`src/rtl/cache_refill_ctrl_if.sv`:
```
// Bus bundle for cache_refill_ctrl: miss request, set snapshot, replacement-way
// generator, data RAM line read/word write, tag write and the bus bridge
// read/write channels.
//   master : the refill controller (drives strobes, addresses, write data).
//   slave  : the cache/bridge side (drives miss request, RAM data, handshakes).
// proto_err is a one-cycle flag for a non-one-hot victim or an early ret_last.
interface cache_refill_ctrl_if #(
    parameter int unsigned NUM_WAY      = 2,
    parameter int unsigned INDEX_WIDTH  = 8,
    parameter int unsigned OFFSET_WIDTH = 4,
    parameter int unsigned TAG_WIDTH    = 32 - INDEX_WIDTH - OFFSET_WIDTH
);
    localparam int unsigned WORDS = 32'd1 << (OFFSET_WIDTH - 2);

    logic                          miss_valid;
    logic                          miss_ready;
    logic [31:0]                   miss_addr;
    logic [NUM_WAY-1:0]            v_ways;
    logic [NUM_WAY-1:0]            d_ways;
    logic [NUM_WAY*TAG_WIDTH-1:0]  tag_ways;
    logic [NUM_WAY-1:0]            replace_way;
    logic                          replace_en;
    logic                          line_rd_en;
    logic [NUM_WAY-1:0]            line_rd_way;
    logic [INDEX_WIDTH-1:0]        line_rd_index;
    logic [32*WORDS-1:0]           line_rd_data;
    logic                          wr_req;
    logic [31:0]                   wr_addr;
    logic [32*WORDS-1:0]           wr_data;
    logic                          wr_rdy;
    logic                          rd_req;
    logic [31:0]                   rd_addr;
    logic                          rd_rdy;
    logic                          ret_valid;
    logic                          ret_last;
    logic [31:0]                   ret_data;
    logic                          refill_we;
    logic [NUM_WAY-1:0]            refill_way;
    logic [INDEX_WIDTH-1:0]        refill_index;
    logic [OFFSET_WIDTH-3:0]       refill_word;
    logic [31:0]                   refill_data;
    logic                          tag_we;
    logic                          done;
    logic                          proto_err;

    modport master (
        input  miss_valid, miss_addr, v_ways, d_ways, tag_ways, replace_way, line_rd_data,
               wr_rdy, rd_rdy, ret_valid, ret_last, ret_data,
        output miss_ready, replace_en, line_rd_en, line_rd_way, line_rd_index, wr_req, wr_addr,
               wr_data, rd_req, rd_addr, refill_we, refill_way, refill_index, refill_word,
               refill_data, tag_we, done, proto_err
    );

    modport slave (
        output miss_valid, miss_addr, v_ways, d_ways, tag_ways, replace_way, line_rd_data,
               wr_rdy, rd_rdy, ret_valid, ret_last, ret_data,
        input  miss_ready, replace_en, line_rd_en, line_rd_way, line_rd_index, wr_req, wr_addr,
               wr_data, rd_req, rd_addr, refill_we, refill_way, refill_index, refill_word,
               refill_data, tag_we, done, proto_err
    );
endinterface

```
`src/rtl/cache_refill_ctrl.sv`:
```
// Cache miss-handling controller. Accepts a miss, takes the one-hot victim from
// the replacement-way generator, writes the victim line back when it is valid
// and dirty, burst-reads the missing line and writes it word by word into the
// data RAM, then strobes the tag/valid/dirty update.
// Ports:
//   clk    : clock, rising edge.
//   resetn : asynchronous active-low reset.
//   bus    : cache_refill_ctrl_if.master (miss, set snapshot, RAM, bridge, status).
module cache_refill_ctrl #(
    parameter int unsigned NUM_WAY      = 2,
    parameter int unsigned INDEX_WIDTH  = 8,
    parameter int unsigned OFFSET_WIDTH = 4,
    parameter int unsigned TAG_WIDTH    = 32 - INDEX_WIDTH - OFFSET_WIDTH
) (
    input logic                clk,
    input logic                resetn,
    cache_refill_ctrl_if.master bus
);
    localparam int unsigned WORDS  = 32'd1 << (OFFSET_WIDTH - 2);
    localparam int unsigned WORD_W = OFFSET_WIDTH - 2;
    localparam int unsigned LINE_W = 32 - OFFSET_WIDTH;

    localparam logic [2:0] IDLE    = 3'd0;
    localparam logic [2:0] SELECT  = 3'd1;
    localparam logic [2:0] WB_READ = 3'd2;
    localparam logic [2:0] WB_REQ  = 3'd3;
    localparam logic [2:0] RD_REQ  = 3'd4;
    localparam logic [2:0] REFILL  = 3'd5;
    localparam logic [2:0] DONE    = 3'd6;

    logic [2:0]                   state_q, state_d;
    logic [LINE_W-1:0]            line_q, line_d;    // miss address without offset
    logic [NUM_WAY-1:0]           v_q, v_d;
    logic [NUM_WAY-1:0]           d_q, d_d;
    logic [NUM_WAY*TAG_WIDTH-1:0] tags_q, tags_d;
    logic [NUM_WAY-1:0]           victim_q, victim_d;
    logic [32*WORDS-1:0]          wb_q, wb_d;
    logic [WORD_W-1:0]            cnt_q, cnt_d;

    logic [INDEX_WIDTH-1:0] index;
    logic [TAG_WIDTH-1:0]   victim_tag;
    logic                   dirty_victim;
    logic                   way_onehot;
    logic                   in_refill;
    logic                   unused_offset;

    assign index        = line_q[INDEX_WIDTH-1:0];
    assign dirty_victim = |(bus.replace_way & v_q & d_q);
    assign way_onehot   = (bus.replace_way != '0) &&
                          ((bus.replace_way & (bus.replace_way - NUM_WAY'(1))) == '0);
    assign in_refill    = (state_q == REFILL);
    // Offset bits of the miss address never matter: the line is fetched whole.
    assign unused_offset = ^bus.miss_addr[OFFSET_WIDTH-1:0];

    always_comb begin
        victim_tag = '0;
        for (int i = 0; i < NUM_WAY; i++) begin
            if (victim_q[i]) begin
                victim_tag = victim_tag | tags_q[i*TAG_WIDTH +: TAG_WIDTH];
            end
        end
    end

    always_comb begin
        state_d  = state_q;
        line_d   = line_q;
        v_d      = v_q;
        d_d      = d_q;
        tags_d   = tags_q;
        victim_d = victim_q;
        wb_d     = wb_q;
        cnt_d    = cnt_q;
        case (state_q)
            IDLE: begin
                if (bus.miss_valid) begin
                    line_d  = bus.miss_addr[31:OFFSET_WIDTH];
                    v_d     = bus.v_ways;
                    d_d     = bus.d_ways;
                    tags_d  = bus.tag_ways;
                    state_d = SELECT;
                end
            end
            SELECT: begin
                victim_d = bus.replace_way;
                state_d  = dirty_victim ? WB_READ : RD_REQ;
            end
            WB_READ: begin
                wb_d    = bus.line_rd_data;
                state_d = WB_REQ;
            end
            WB_REQ: begin
                if (bus.wr_rdy) begin
                    state_d = RD_REQ;
                end
            end
            RD_REQ: begin
                if (bus.rd_rdy) begin
                    cnt_d   = '0;
                    state_d = REFILL;
                end
            end
            REFILL: begin
                if (bus.ret_valid) begin
                    cnt_d = cnt_q + WORD_W'(1);
                    if (bus.ret_last) begin
                        state_d = DONE;
                    end
                end
            end
            DONE:    state_d = IDLE;
            default: state_d = IDLE;
        endcase
    end

    always_ff @(posedge clk or negedge resetn) begin
        if (!resetn) begin
            state_q  <= IDLE;
            line_q   <= '0;
            v_q      <= '0;
            d_q      <= '0;
            tags_q   <= '0;
            victim_q <= '0;
            wb_q     <= '0;
            cnt_q    <= '0;
        end else begin
            state_q  <= state_d;
            line_q   <= line_d;
            v_q      <= v_d;
            d_q      <= d_d;
            tags_q   <= tags_d;
            victim_q <= victim_d;
            wb_q     <= wb_d;
            cnt_q    <= cnt_d;
        end
    end

    // Address/data outputs are gated by their state so the bus is quiet when idle.
    always_comb begin
        bus.miss_ready    = (state_q == IDLE);
        bus.replace_en    = (state_q == SELECT);
        bus.line_rd_en    = (state_q == WB_READ);
        bus.line_rd_way   = (state_q == WB_READ) ? victim_q : '0;
        bus.line_rd_index = (state_q == WB_READ) ? index : '0;
        bus.wr_req        = (state_q == WB_REQ);
        bus.wr_addr       = (state_q == WB_REQ) ?
                            {victim_tag, index, {OFFSET_WIDTH{1'b0}}} : '0;
        bus.wr_data       = (state_q == WB_REQ) ? wb_q : '0;
        bus.rd_req        = (state_q == RD_REQ);
        bus.rd_addr       = (state_q == RD_REQ) ? {line_q, {OFFSET_WIDTH{1'b0}}} : '0;
        bus.refill_we     = in_refill && bus.ret_valid;
        bus.refill_way    = in_refill ? victim_q : '0;
        bus.refill_index  = in_refill ? index : '0;
        bus.refill_word   = in_refill ? cnt_q : '0;
        bus.refill_data   = in_refill ? bus.ret_data : '0;
        bus.tag_we        = in_refill && bus.ret_valid && bus.ret_last;
        bus.done          = (state_q == DONE);
        // Early last: the burst ended before the counter reached the final word.
        bus.proto_err     = ((state_q == SELECT) && !way_onehot) ||
                            (in_refill && bus.ret_valid && bus.ret_last && !(&cnt_q));
    end
endmodule

```
`src/flat_wrapper.sv`:
```
// flat-port wrapper written by rule: the top's interface ports become plain ports
module cache_refill_ctrl_flat 
#(
    parameter int unsigned NUM_WAY      = 2,
    parameter int unsigned INDEX_WIDTH  = 8,
    parameter int unsigned OFFSET_WIDTH = 4,
    parameter int unsigned TAG_WIDTH    = 32 - INDEX_WIDTH - OFFSET_WIDTH
)
  (clk, resetn, bus_miss_valid, bus_miss_addr, bus_v_ways, bus_d_ways, bus_tag_ways, bus_replace_way, bus_line_rd_data, bus_wr_rdy, bus_rd_rdy, bus_ret_valid, bus_ret_last, bus_ret_data, bus_miss_ready, bus_replace_en, bus_line_rd_en, bus_line_rd_way, bus_line_rd_index, bus_wr_req, bus_wr_addr, bus_wr_data, bus_rd_req, bus_rd_addr, bus_refill_we, bus_refill_way, bus_refill_index, bus_refill_word, bus_refill_data, bus_tag_we, bus_done, bus_proto_err);
  cache_refill_ctrl_if #(.NUM_WAY(NUM_WAY), .INDEX_WIDTH(INDEX_WIDTH), .OFFSET_WIDTH(OFFSET_WIDTH), .TAG_WIDTH(TAG_WIDTH)) bus_i ();
  input logic clk;
  input logic resetn;
  input wire logic [$bits(bus_i.miss_valid)-1:0] bus_miss_valid;
  input wire logic [$bits(bus_i.miss_addr)-1:0] bus_miss_addr;
  input wire logic [$bits(bus_i.v_ways)-1:0] bus_v_ways;
  input wire logic [$bits(bus_i.d_ways)-1:0] bus_d_ways;
  input wire logic [$bits(bus_i.tag_ways)-1:0] bus_tag_ways;
  input wire logic [$bits(bus_i.replace_way)-1:0] bus_replace_way;
  input wire logic [$bits(bus_i.line_rd_data)-1:0] bus_line_rd_data;
  input wire logic [$bits(bus_i.wr_rdy)-1:0] bus_wr_rdy;
  input wire logic [$bits(bus_i.rd_rdy)-1:0] bus_rd_rdy;
  input wire logic [$bits(bus_i.ret_valid)-1:0] bus_ret_valid;
  input wire logic [$bits(bus_i.ret_last)-1:0] bus_ret_last;
  input wire logic [$bits(bus_i.ret_data)-1:0] bus_ret_data;
  output wire logic [$bits(bus_i.miss_ready)-1:0] bus_miss_ready;
  output wire logic [$bits(bus_i.replace_en)-1:0] bus_replace_en;
  output wire logic [$bits(bus_i.line_rd_en)-1:0] bus_line_rd_en;
  output wire logic [$bits(bus_i.line_rd_way)-1:0] bus_line_rd_way;
  output wire logic [$bits(bus_i.line_rd_index)-1:0] bus_line_rd_index;
  output wire logic [$bits(bus_i.wr_req)-1:0] bus_wr_req;
  output wire logic [$bits(bus_i.wr_addr)-1:0] bus_wr_addr;
  output wire logic [$bits(bus_i.wr_data)-1:0] bus_wr_data;
  output wire logic [$bits(bus_i.rd_req)-1:0] bus_rd_req;
  output wire logic [$bits(bus_i.rd_addr)-1:0] bus_rd_addr;
  output wire logic [$bits(bus_i.refill_we)-1:0] bus_refill_we;
  output wire logic [$bits(bus_i.refill_way)-1:0] bus_refill_way;
  output wire logic [$bits(bus_i.refill_index)-1:0] bus_refill_index;
  output wire logic [$bits(bus_i.refill_word)-1:0] bus_refill_word;
  output wire logic [$bits(bus_i.refill_data)-1:0] bus_refill_data;
  output wire logic [$bits(bus_i.tag_we)-1:0] bus_tag_we;
  output wire logic [$bits(bus_i.done)-1:0] bus_done;
  output wire logic [$bits(bus_i.proto_err)-1:0] bus_proto_err;
  assign bus_i.miss_valid = bus_miss_valid;
  assign bus_i.miss_addr = bus_miss_addr;
  assign bus_i.v_ways = bus_v_ways;
  assign bus_i.d_ways = bus_d_ways;
  assign bus_i.tag_ways = bus_tag_ways;
  assign bus_i.replace_way = bus_replace_way;
  assign bus_i.line_rd_data = bus_line_rd_data;
  assign bus_i.wr_rdy = bus_wr_rdy;
  assign bus_i.rd_rdy = bus_rd_rdy;
  assign bus_i.ret_valid = bus_ret_valid;
  assign bus_i.ret_last = bus_ret_last;
  assign bus_i.ret_data = bus_ret_data;
  assign bus_miss_ready = bus_i.miss_ready;
  assign bus_replace_en = bus_i.replace_en;
  assign bus_line_rd_en = bus_i.line_rd_en;
  assign bus_line_rd_way = bus_i.line_rd_way;
  assign bus_line_rd_index = bus_i.line_rd_index;
  assign bus_wr_req = bus_i.wr_req;
  assign bus_wr_addr = bus_i.wr_addr;
  assign bus_wr_data = bus_i.wr_data;
  assign bus_rd_req = bus_i.rd_req;
  assign bus_rd_addr = bus_i.rd_addr;
  assign bus_refill_we = bus_i.refill_we;
  assign bus_refill_way = bus_i.refill_way;
  assign bus_refill_index = bus_i.refill_index;
  assign bus_refill_word = bus_i.refill_word;
  assign bus_refill_data = bus_i.refill_data;
  assign bus_tag_we = bus_i.tag_we;
  assign bus_done = bus_i.done;
  assign bus_proto_err = bus_i.proto_err;
  cache_refill_ctrl #(.NUM_WAY(NUM_WAY), .INDEX_WIDTH(INDEX_WIDTH), .OFFSET_WIDTH(OFFSET_WIDTH), .TAG_WIDTH(TAG_WIDTH)) u_core (.clk(clk), .resetn(resetn), .bus(bus_i));
endmodule
```
`config.mk`:
```
export PLATFORM = sky130hd
export DESIGN_NAME = cache_refill_ctrl_flat
export DESIGN_NICKNAME = d
export VERILOG_FILES = /design/src/rtl/cache_refill_ctrl_if.sv /design/src/rtl/cache_refill_ctrl.sv /design/src/flat_wrapper.sv
export SDC_FILE = /design/constraint.sdc
export NUM_CORES = 1
export LEC_CHECK = 0
export CAP_MARGIN = 20
export CORE_AREA = 2 2 195 197
export DETAILED_ROUTE_END_ITERATION = 6
export DIE_AREA = 0 0 197 199
export GPL_TIMING_DRIVEN = 0
export PLACE_DENSITY_LB_ADDON = 0.12
export SLEW_MARGIN = 10
export SYNTH_ARGS = -nofsm -noshare
export SYNTH_HDL_FRONTEND = slang
export SYNTH_SLANG_ARGS = --single-unit
```
`constraint.sdc`:
```
create_clock -name clk -period 1.6 [get_ports clk]
set_input_delay 0.16 -clock clk [delete_from_list [all_inputs] [get_ports clk]]
set_output_delay 0.16 -clock clk [all_outputs]
set_load 0.01 [all_outputs]
```
* Yosys cells after proc, flatten, opt, wreduce, memory -nomap -nowiden
Cells that the tools add are included.
** Storage, ports and cells
- Flip-flop bits (word level) :: 207
- Bits in latches :: 0
- Bits in writable memories :: 0
- Bits in read-only memories :: 0
- Bits of input ports :: 245
- Memories kept :: 0
** Cells by class
- Add/sub/neg operators :: 2
- Multipliers :: 0
- Divide/modulo/power cells :: 0
- Order comparisons :: 0
- Equality and inequality tests :: 11
- Shift operators :: 0
- Muxes and demuxes :: 21
- Bitwise logic cells :: 4
- Reduce and logical (&&, ||, !) cells :: 17
** Operators by type and width (count)
- $mux W128 :: 1
- $mux W32 :: 3
- $mux W20 :: 2
- $or A20 B20 Y20 :: 1
- $mux W3 :: 6
- $pmux W3 S6 :: 1
- $mux W8 :: 2
- $mux W2 :: 5
- $ne A2 B2 Y1 const B :: 5
- $eq A3 B3 Y1 const B :: 3
- $and A2 B2 Y2 :: 3
- $eq A3 B2 Y1 const B :: 2
- $logic_and A1 B1 Y1 :: 5
- $reduce_and A5 Y1 :: 1
- $pmux W2 S2 :: 1
- $reduce_and A2 Y1 :: 2
- $reduce_bool A2 Y1 :: 2
- $eq A3 B1 Y1 const B :: 1
- $logic_not A3 Y1 :: 1
- $reduce_and A3 Y1 :: 1
- $add A2 B1 Y2 const B :: 1
- $logic_not A1 Y1 :: 2
- $logic_not A2 Y1 :: 1
- $reduce_or A2 Y1 :: 1
- 2 further kinds :: 2

* Logic depth before layout (Yosys ltp)
Gate-level depths: netlist of run 1.
- Word-level depth :: 7
- Mapped depth :: 6
- Depth with buffers taken out :: 4

* Worst setup path before layout of run 1
No wires, ideal clock.
- Path type :: reg2reg
- From :: reg u_core.state_q[2]
- To :: reg u_core.d_q[0]
- Library setup time :: 0.125 ns
- Data arrival time :: 1.477 ns
- Data required time :: 1.475 ns
- Path slack :: -0.002 ns
- Stages on the path, launching flop included :: 7
- Buffers on the path :: 3
- Path through :: dfrtp_1 buf_6 nor3_4 and2_4 buf_12 buf_12 mux2_4
** Between the ends
- Cells in the longest elaborated chain, start to end :: 2
** Ends and longest elaborated chain
- start: declaration :: line cache_refill_ctrl.sv:31 : logic [2:0] state_q, state_d;
- start signal: assignment :: line cache_refill_ctrl.sv:126 : state_q <= state_d;
- $logic_not A3 Y1
- named net bus_miss_ready :: line flat_wrapper.sv:25 : output wire logic [$bits(bus_i.miss_ready)-1:0] bus_miss_ready;
- $reduce_and A2 Y1 (no line)
- end signal: assignment :: line cache_refill_ctrl.sv:120 : d_q <= '0;
- end signal: assignment :: line cache_refill_ctrl.sv:129 : d_q <= d_d;
- end: declaration :: line cache_refill_ctrl.sv:34 : logic [NUM_WAY-1:0] d_q, d_d;
The timed path passes the listed nets, and every way through them passes these cells.
A chain may end at the register's enable or synchronous reset.

* Worst setup path after layout of run 1
- From :: reg u_core.state_q[2]
- To :: out bus_refill_data[24]
** Between the ends
- Cells in the longest elaborated chain, start to end :: 2
** Ends and longest elaborated chain
- $eq A3 B3 Y1 :: line cache_refill_ctrl.sv:51 : assign in_refill = (state_q == REFILL);
- $mux W32 :: line cache_refill_ctrl.sv:154 : bus.refill_data = in_refill ? bus.ret_data : '0;
- end: declaration :: line flat_wrapper.sv:39 : output wire logic [$bits(bus_i.refill_data)-1:0] bus_refill_data;
No other way between the ends.

==> results of run 1 <==
==> per-layer routing <==
| metal | wire [um] | part of all wire [%] |
|---|---|---|
| met3 | 3447 | 8.6 |
| met2 | 20380 | 51 |
| met1 | 15090 | 37 |
| met5 | 62 | 0.15 |
| met4 | 1263 | 3.1 |
==> synth_stat cells, types with 3 or more instances <==
cell type	number	area [sq um]
a22oi_1	20	150.1
and2_1	219	1370
buf_12	8	160.2
buf_2	5	25.02
buf_4	10	75.07
buf_6	13	146.4
clkbuf_1	26	97.59
dfrtp_1	207	5180
inv_1	4	15.01
mux2_1	99	1115
mux2_2	33	371.6
mux2_4	70	1051
nand2_1	3	11.26
nand3_1	3	15.01
nor2_1	21	78.83
==> power by group through the flow <==
stage,clock network [mW],logic [mW],registers [mW]
floorplan,0,5.15,8.69
global placement,0,8.43,9.12
detailed placement,0,8.57,9.18
CTS,5.99,10.5,9.18
global route,6.21,14.0,9.71
finish,5.80,13.2,9.38
==> registers in the layout (all words and copies together), names as in the netlist <==
| name | count |
|---|---|
| u_core.wb_q | 128 |
| u_core.tags_q | 40 |
| u_core.line_q | 28 |
| u_core.state_q | 3 |
| u_core.cnt_q | 2 |
| u_core.d_q | 2 |
| u_core.v_q | 2 |
| u_core.victim_q | 2 |
==> final cells by class <==
type | count | area, sq um
repair buffers | 612 | 6872
fillers | 3208 | 17320
diodes | 3 | 7.507
flip-flops and latches | 207 | 5180
inverters | 4 | 20.02
plain buffers | 56 | 918.4
well taps | 474 | 593.1
clock inverters | 4 | 47.55
multi-input cells | 501 | 5380
clock buffers | 40 | 794.5
==> repair_timing <==
item | CTS | global route
endpoints found under the hold margin | 61 | 0
endpoints found under the setup margin | 448 | 449
cloned | 19 | 22
hold buffers | 1 | 0
setup buffers | 45 | 43
resized for setup | 1324 | 459
pin swaps | 53 | 70
==> stage by stage <==
stage	setup slack, ns	TNS, ns
after floorplan	-0.001899	-0.1329
after global placement	-9.508	-2165.10
after detailed placement	-1.085	-210.14
after CTS	-0.6787	-188.06
after global routing	-0.7161	-213.69
final	-0.6352	-181.24
==> kinds of logic (layout without fill, tap and decap cells) <==
family / count (synthesis) / count (layout) / synth area share (%)
other: 1 / 11 / 0.03720
xor gates and xnor gates: 1 / 1 / 0.08690
AOI/OAI and AO/OA: 32 / 32 / 2.333
muxes: 202 / 202 / 25.17
DFF: 207 / 207 / 51.38
and+or+nand+nor: 257 / 257 / 15.66
adders and majority gates: 1 / 1 / 0.1241
buffers and inverters: 67 / 716 / 5.200
==> worst max-delay path by stage <==
| stage | endpoint | depth (start not counted) |
|---|---|---|
| final | bus_refill_data[24] | 8 |
| after global routing | bus_wr_data[30] | 8 |
| after CTS | bus_wr_data[44] | 7 |
| after detailed placement | bus_wr_data[73] | 7 |
| after global placement | u_core.tags_q[21] | 1 |
| after floorplan | u_core.d_q[0] | 6 |
==> run summary, run 1 <==
Status -> finished with violations
Violated checks -> setup timing
Vias/cell -> 4.396
Total power -> 28.35 mW
Met1 Resource Use GR -> 21.24%
Most frequent cells in the layout -> clkdlybuf4s50_1, buf_6, dfrtp_1, mux2_4, and2_4
CP Launch Type -> flop
Clock share of power -> 20.5%
Crit-path max FO -> 5
Post-DP HPWL -> 27010 um
Leak -> 9.126 nW
Worst Hold Class -> input pin to async pin
1st-iter DRT viols -> 208
Share of power burned in registers -> 33.1%
Total gr overflow -> 0
Port-buffer cells -> 487
R2R cell count -> 11
Slew Limit Fails -> 0
Via count -> 8357
GRT Util Overall -> 18.79%
Yosys reg bits -> 207
Die Footprint -> 39200 sq um
Residual DRC -> 0
CTS clk-pin slew, worst paths -> 0.06 ns
Crit path max-delay family -> buffers and inverters
WS Path Type -> flop to output port
Clk sinks -> 207
Worst slew margin -> 62.68%
Final worst slack -> -0.6352 ns
DIE WIDTH -> 197 um
Die Ht -> 199 um
Layout Area Growth over Synthesis -> 96.54%
Achievable Freq -> 0.4474 GHz
Gpl congestion -> 0.7503
Post-synth EDFFs -> 0
Asr flop ratio synth -> 100.0%
Vias in the first global route -> 8562
Ys flop type -> dfrtp_1
H-tree Lvls -> 1
P_sw -> 8.200 mW
Max Cap Viol -> 0
Sw Share -> 28.93%
Clock Skew -> 0.008086 ns
Final worst path period need -> 2.235 ns
Fin crit share -> 139.7%
CP Launch Point -> u_core.state_q[2]
Routed len/inst -> 21.17 um
Maximum clock path buffer count -> 3
Commonest non-fill, non-tap cell in the layout -> clkdlybuf4s50_1
CP bufs+invs -> 6
Power Density -> 1431 nW/um^2
Sequential-to-total area share from yosys stat -> 51.38%
Clock latency on the worst-skew pair -> 0.52 ns
R2r startpoint -> u_core.state_q[1]
Worst r2r dst -> u_core.wb_q[41]
WP data required -> 1.44 ns
Comb pwr share -> 46.5%
Syn. warnings -> 0
Ports -> 500
Layout net count -> 1654
Starting Density -> 27.15%
Hold WS -> 0.1663 ns
CTS tree -> yes
Root buffer cell -> clkbuf_16
Worst-Margin Slew -> 0.5598 ns
Crit path cell chain -> buf_4 -> and3b_2 -> clkbuf_16 -> buf_8 -> buf_8 -> buf_6 -> and2_4 -> buf_6
Syn Area/Cell -> 13.13 sq um
Slowest CP cell -> dfrtp_1
Critical Path End Type -> output port
Clock buffer count from CTS -> 26
First-pass GRT wire length -> 54990 um
Met3 Use GR -> 6.256%
Final Hold Viols -> 0
Share of layout cells above drive strength 1 -> 60.53%
RSZ-0062 raised after global routing -> yes
Internal Power -> 20.15 mW
Largest net degree at the start of global routing -> 98
Arr. time, crit path -> 2.08 ns
Dpl cells -> 1738
Mapped Cells -> 768
Detailed Routing Iterations Pass 1 -> 4
Cell Rows -> 71
Synth unique cells -> 38
M2 GR Usage -> 33.75%
Synthesized area -> 10080 sq um
R2R Setup Slk -> -0.39 ns
Final setup fails -> 424
Cell Area, Placed -> 15640 sq um
Core Box Area -> 37130 sq um
Post-route insts no fill -> 1901
Antenna Nets Post-Route -> 0
Max IR drop VDD -> 937.8 uV
Final wirelength -> 40240 um
Largest stage delay, worst path -> 0.39 ns
Final Util -> 53.36%
Initial antenna violation count -> 7
Post-route cell area -> 19810 sq um
Gr busiest metal -> met2
(Power assumes the default switching activity.)
==> run 2: changes to the inputs <==
Settings changed: GPL_ROUTABILITY_DRIVEN set to 1, GPL_TIMING_DRIVEN 0 to unset.
==> run 2 against run 1 <==
The flow still finishes with violations (setup timing). Combinational power down 8%. Via count shrank 0.99%. Count of clock-buffer cells in the layout unchanged. Clock power shrank 7.2%. Global-route usage fell by 1.6 points. Sequential share of layout area up 1.7 points.
==> run summary, run 2 (synthesized netlist as in run 1, its figures left out) <==
Vias/cell -> 4.418
DIE WIDTH -> 197 um
Critical Path End Type -> output port
Final Hold Viols -> 0
Die Footprint -> 39200 sq um
Vias in the first global route -> 8162
Via count -> 8274
Share of layout cells above drive strength 1 -> 54.62%
Die Ht -> 199 um
Port-buffer cells -> 487
Cell Rows -> 71
Maximum clock path buffer count -> 3
Total power -> 26.86 mW
Core Box Area -> 37130 sq um
Status -> finished with violations
Power Density -> 1442 nW/um^2
Crit path cell chain -> nand3b_1 -> buf_6 -> clkinv_8 -> buf_6 -> clkbuf_16 -> buf_12 -> and2_1 -> buf_4
Gpl congestion -> 0.7661
Slew Limit Fails -> 0
Detailed Routing Iterations Pass 1 -> 4
Largest regs -> u_core.wb_q (128), u_core.tags_q (40), u_core.line_q (28)
Max IR drop VDD -> 1015 uV
1st-iter DRT viols -> 217
Final worst path period need -> 2.156 ns
Layout net count -> 1626
Clk sinks -> 207
R2R cell count -> 8
Root buffer cell -> clkbuf_16
Ports -> 500
Final wirelength -> 40270 um
Cell Area, Placed -> 15810 sq um
Crit-path max FO -> 8
Most frequent cells in the layout -> clkdlybuf4s50_1, dfrtp_1, mux2_4, buf_6, and2_4
Clock latency on the worst-skew pair -> 0.53 ns
Commonest non-fill, non-tap cell in the layout -> clkdlybuf4s50_1
Largest net degree at the start of global routing -> 48
Layout Area Growth over Synthesis -> 84.82%
WS Path Type -> flop to output port
Post-route cell area -> 18630 sq um
Biggest register -> u_core.wb_q
Arr. time, crit path -> 2.00 ns
Starting Density -> 27.15%
Residual DRC -> 0
Total gr overflow -> 0
Largest stage delay, worst path -> 0.41 ns
Max reg flops -> 128
Worst Hold Class -> input pin to async pin
WP data required -> 1.44 ns
Routed len/inst -> 21.50 um
Violated checks -> setup timing
CTS clk-pin slew, worst paths -> 0.06 ns
Achievable Freq -> 0.4639 GHz
H-tree Lvls -> 1
Leak -> 8.695 nW
RSZ-0062 raised after global routing -> yes
CP Launch Type -> flop
Final worst slack -> -0.5558 ns
Cell mode on critical path -> buf_6
Antenna Nets Post-Route -> 0
Slowest CP cell -> dfrtp_1
Clock buffer count from CTS -> 25
Final setup fails -> 444
GRT Util Overall -> 17.23%
Initial antenna violation count -> 7
Post-DP HPWL -> 25760 um
First-pass GRT wire length -> 51080 um
Clock Skew -> 0.01690 ns
Fin crit share -> 134.7%
CTS tree -> yes
Max Cap Viol -> 0
-- run 2: changes by cell type in the layout (fill, tap and decap cells not counted), sizes merged --
cell,previous run,this run
buf,390,318
clkbuf,78,111
clkdlybuf4s15,0,10
bufinv,1,0
clkinvlp,1,0
diode,3,4
dlymetal6s2s,0,1
inv,3,4
-- run 2: final cells by class --
class                   instances  area [sq um]
clock inverters                 2         13.76
clock buffers                  40         752.0
diodes                          4         10.01
well taps                     474         593.1
repair buffers                640          6819
inverters                       4         27.53
multi-input cells             501          5220
fillers                      3391         18500
flip-flops and latches        207          5180
repair inverters                1         16.27
-- run 2: report_power, final --
part / leakage (nW) / switching [mW] / total [mW] / internal (mW)
registers: 2.52 / 1.58 / 9.41 / 7.83
logic: 5.80 / 4.14 / 12.1 / 7.94
clock network: 0.376 / 2.20 / 5.38 / 3.18
total: 8.69 / 7.92 / 26.9 / 18.9
-- run 2: metal layers --
metal	GRT usage, %	vias up	share of wire [%]
li1	-	3788	-
met1	20.59	4066	40
met2	30.22	362	50
met3	5.680	50	8.2
met4	3.592	8	1.6
met5	0	-	0.14
-- run 2: path summary, 6_finish.rpt --
check / from / endpoint / slack, ns
worst max-delay path: u_core.state_q[0] / bus_wr_data[77] / -0.56
worst min-delay path: resetn / u_core.wb_q[101] / 0.12
worst max register to register: u_core.state_q[2] / u_core.wb_q[23] / -0.33
worst min register to register: u_core.wb_q[56] / u_core.wb_q[56] / 0.48
max in group asynchronous: resetn / u_core.tags_q[13] / 0.80
min in group clk: bus_tag_ways[23] / u_core.tags_q[23] / 0.24
-- run 2: per-stage QoR --
stage	std cells	hold WS, ns	setup TNS [ns]	util (%)	worst slack [ns]
finish	1873	0.1156	-161.46	50.18	-0.5558
CTS	1806	0.1076	-230.59	45.69	-0.8565
global route	1871	0.1234	-190.51	50.16	-0.6350
global placement	1733	0.1023	-80.49	42.57	-0.3554
floorplan	775	-0.1356	-0.1329	-	-0.001899
detailed placement	1733	0.1015	-85.75	42.57	-0.3646
-- run 2: timing repair --
| item | in CTS | in global routing |
|---|---|---|
| gates cloned | 7 | 29 |
| hold endpoints to repair | 165 | 0 |
| setup endpoints to repair | 446 | 447 |
| hold buffers | 1 | 0 |
| setup buffers | 23 | 45 |
| pin swaps | 15 | 68 |
| gates resized for setup | 477 | 844 |
-- run 2: worst max-delay path, delay by kind of cell, from the launching register on --
kind          cells  cell delay, ns
flops             1            0.41
buf+inv           6            0.80
simple gates      2            0.25
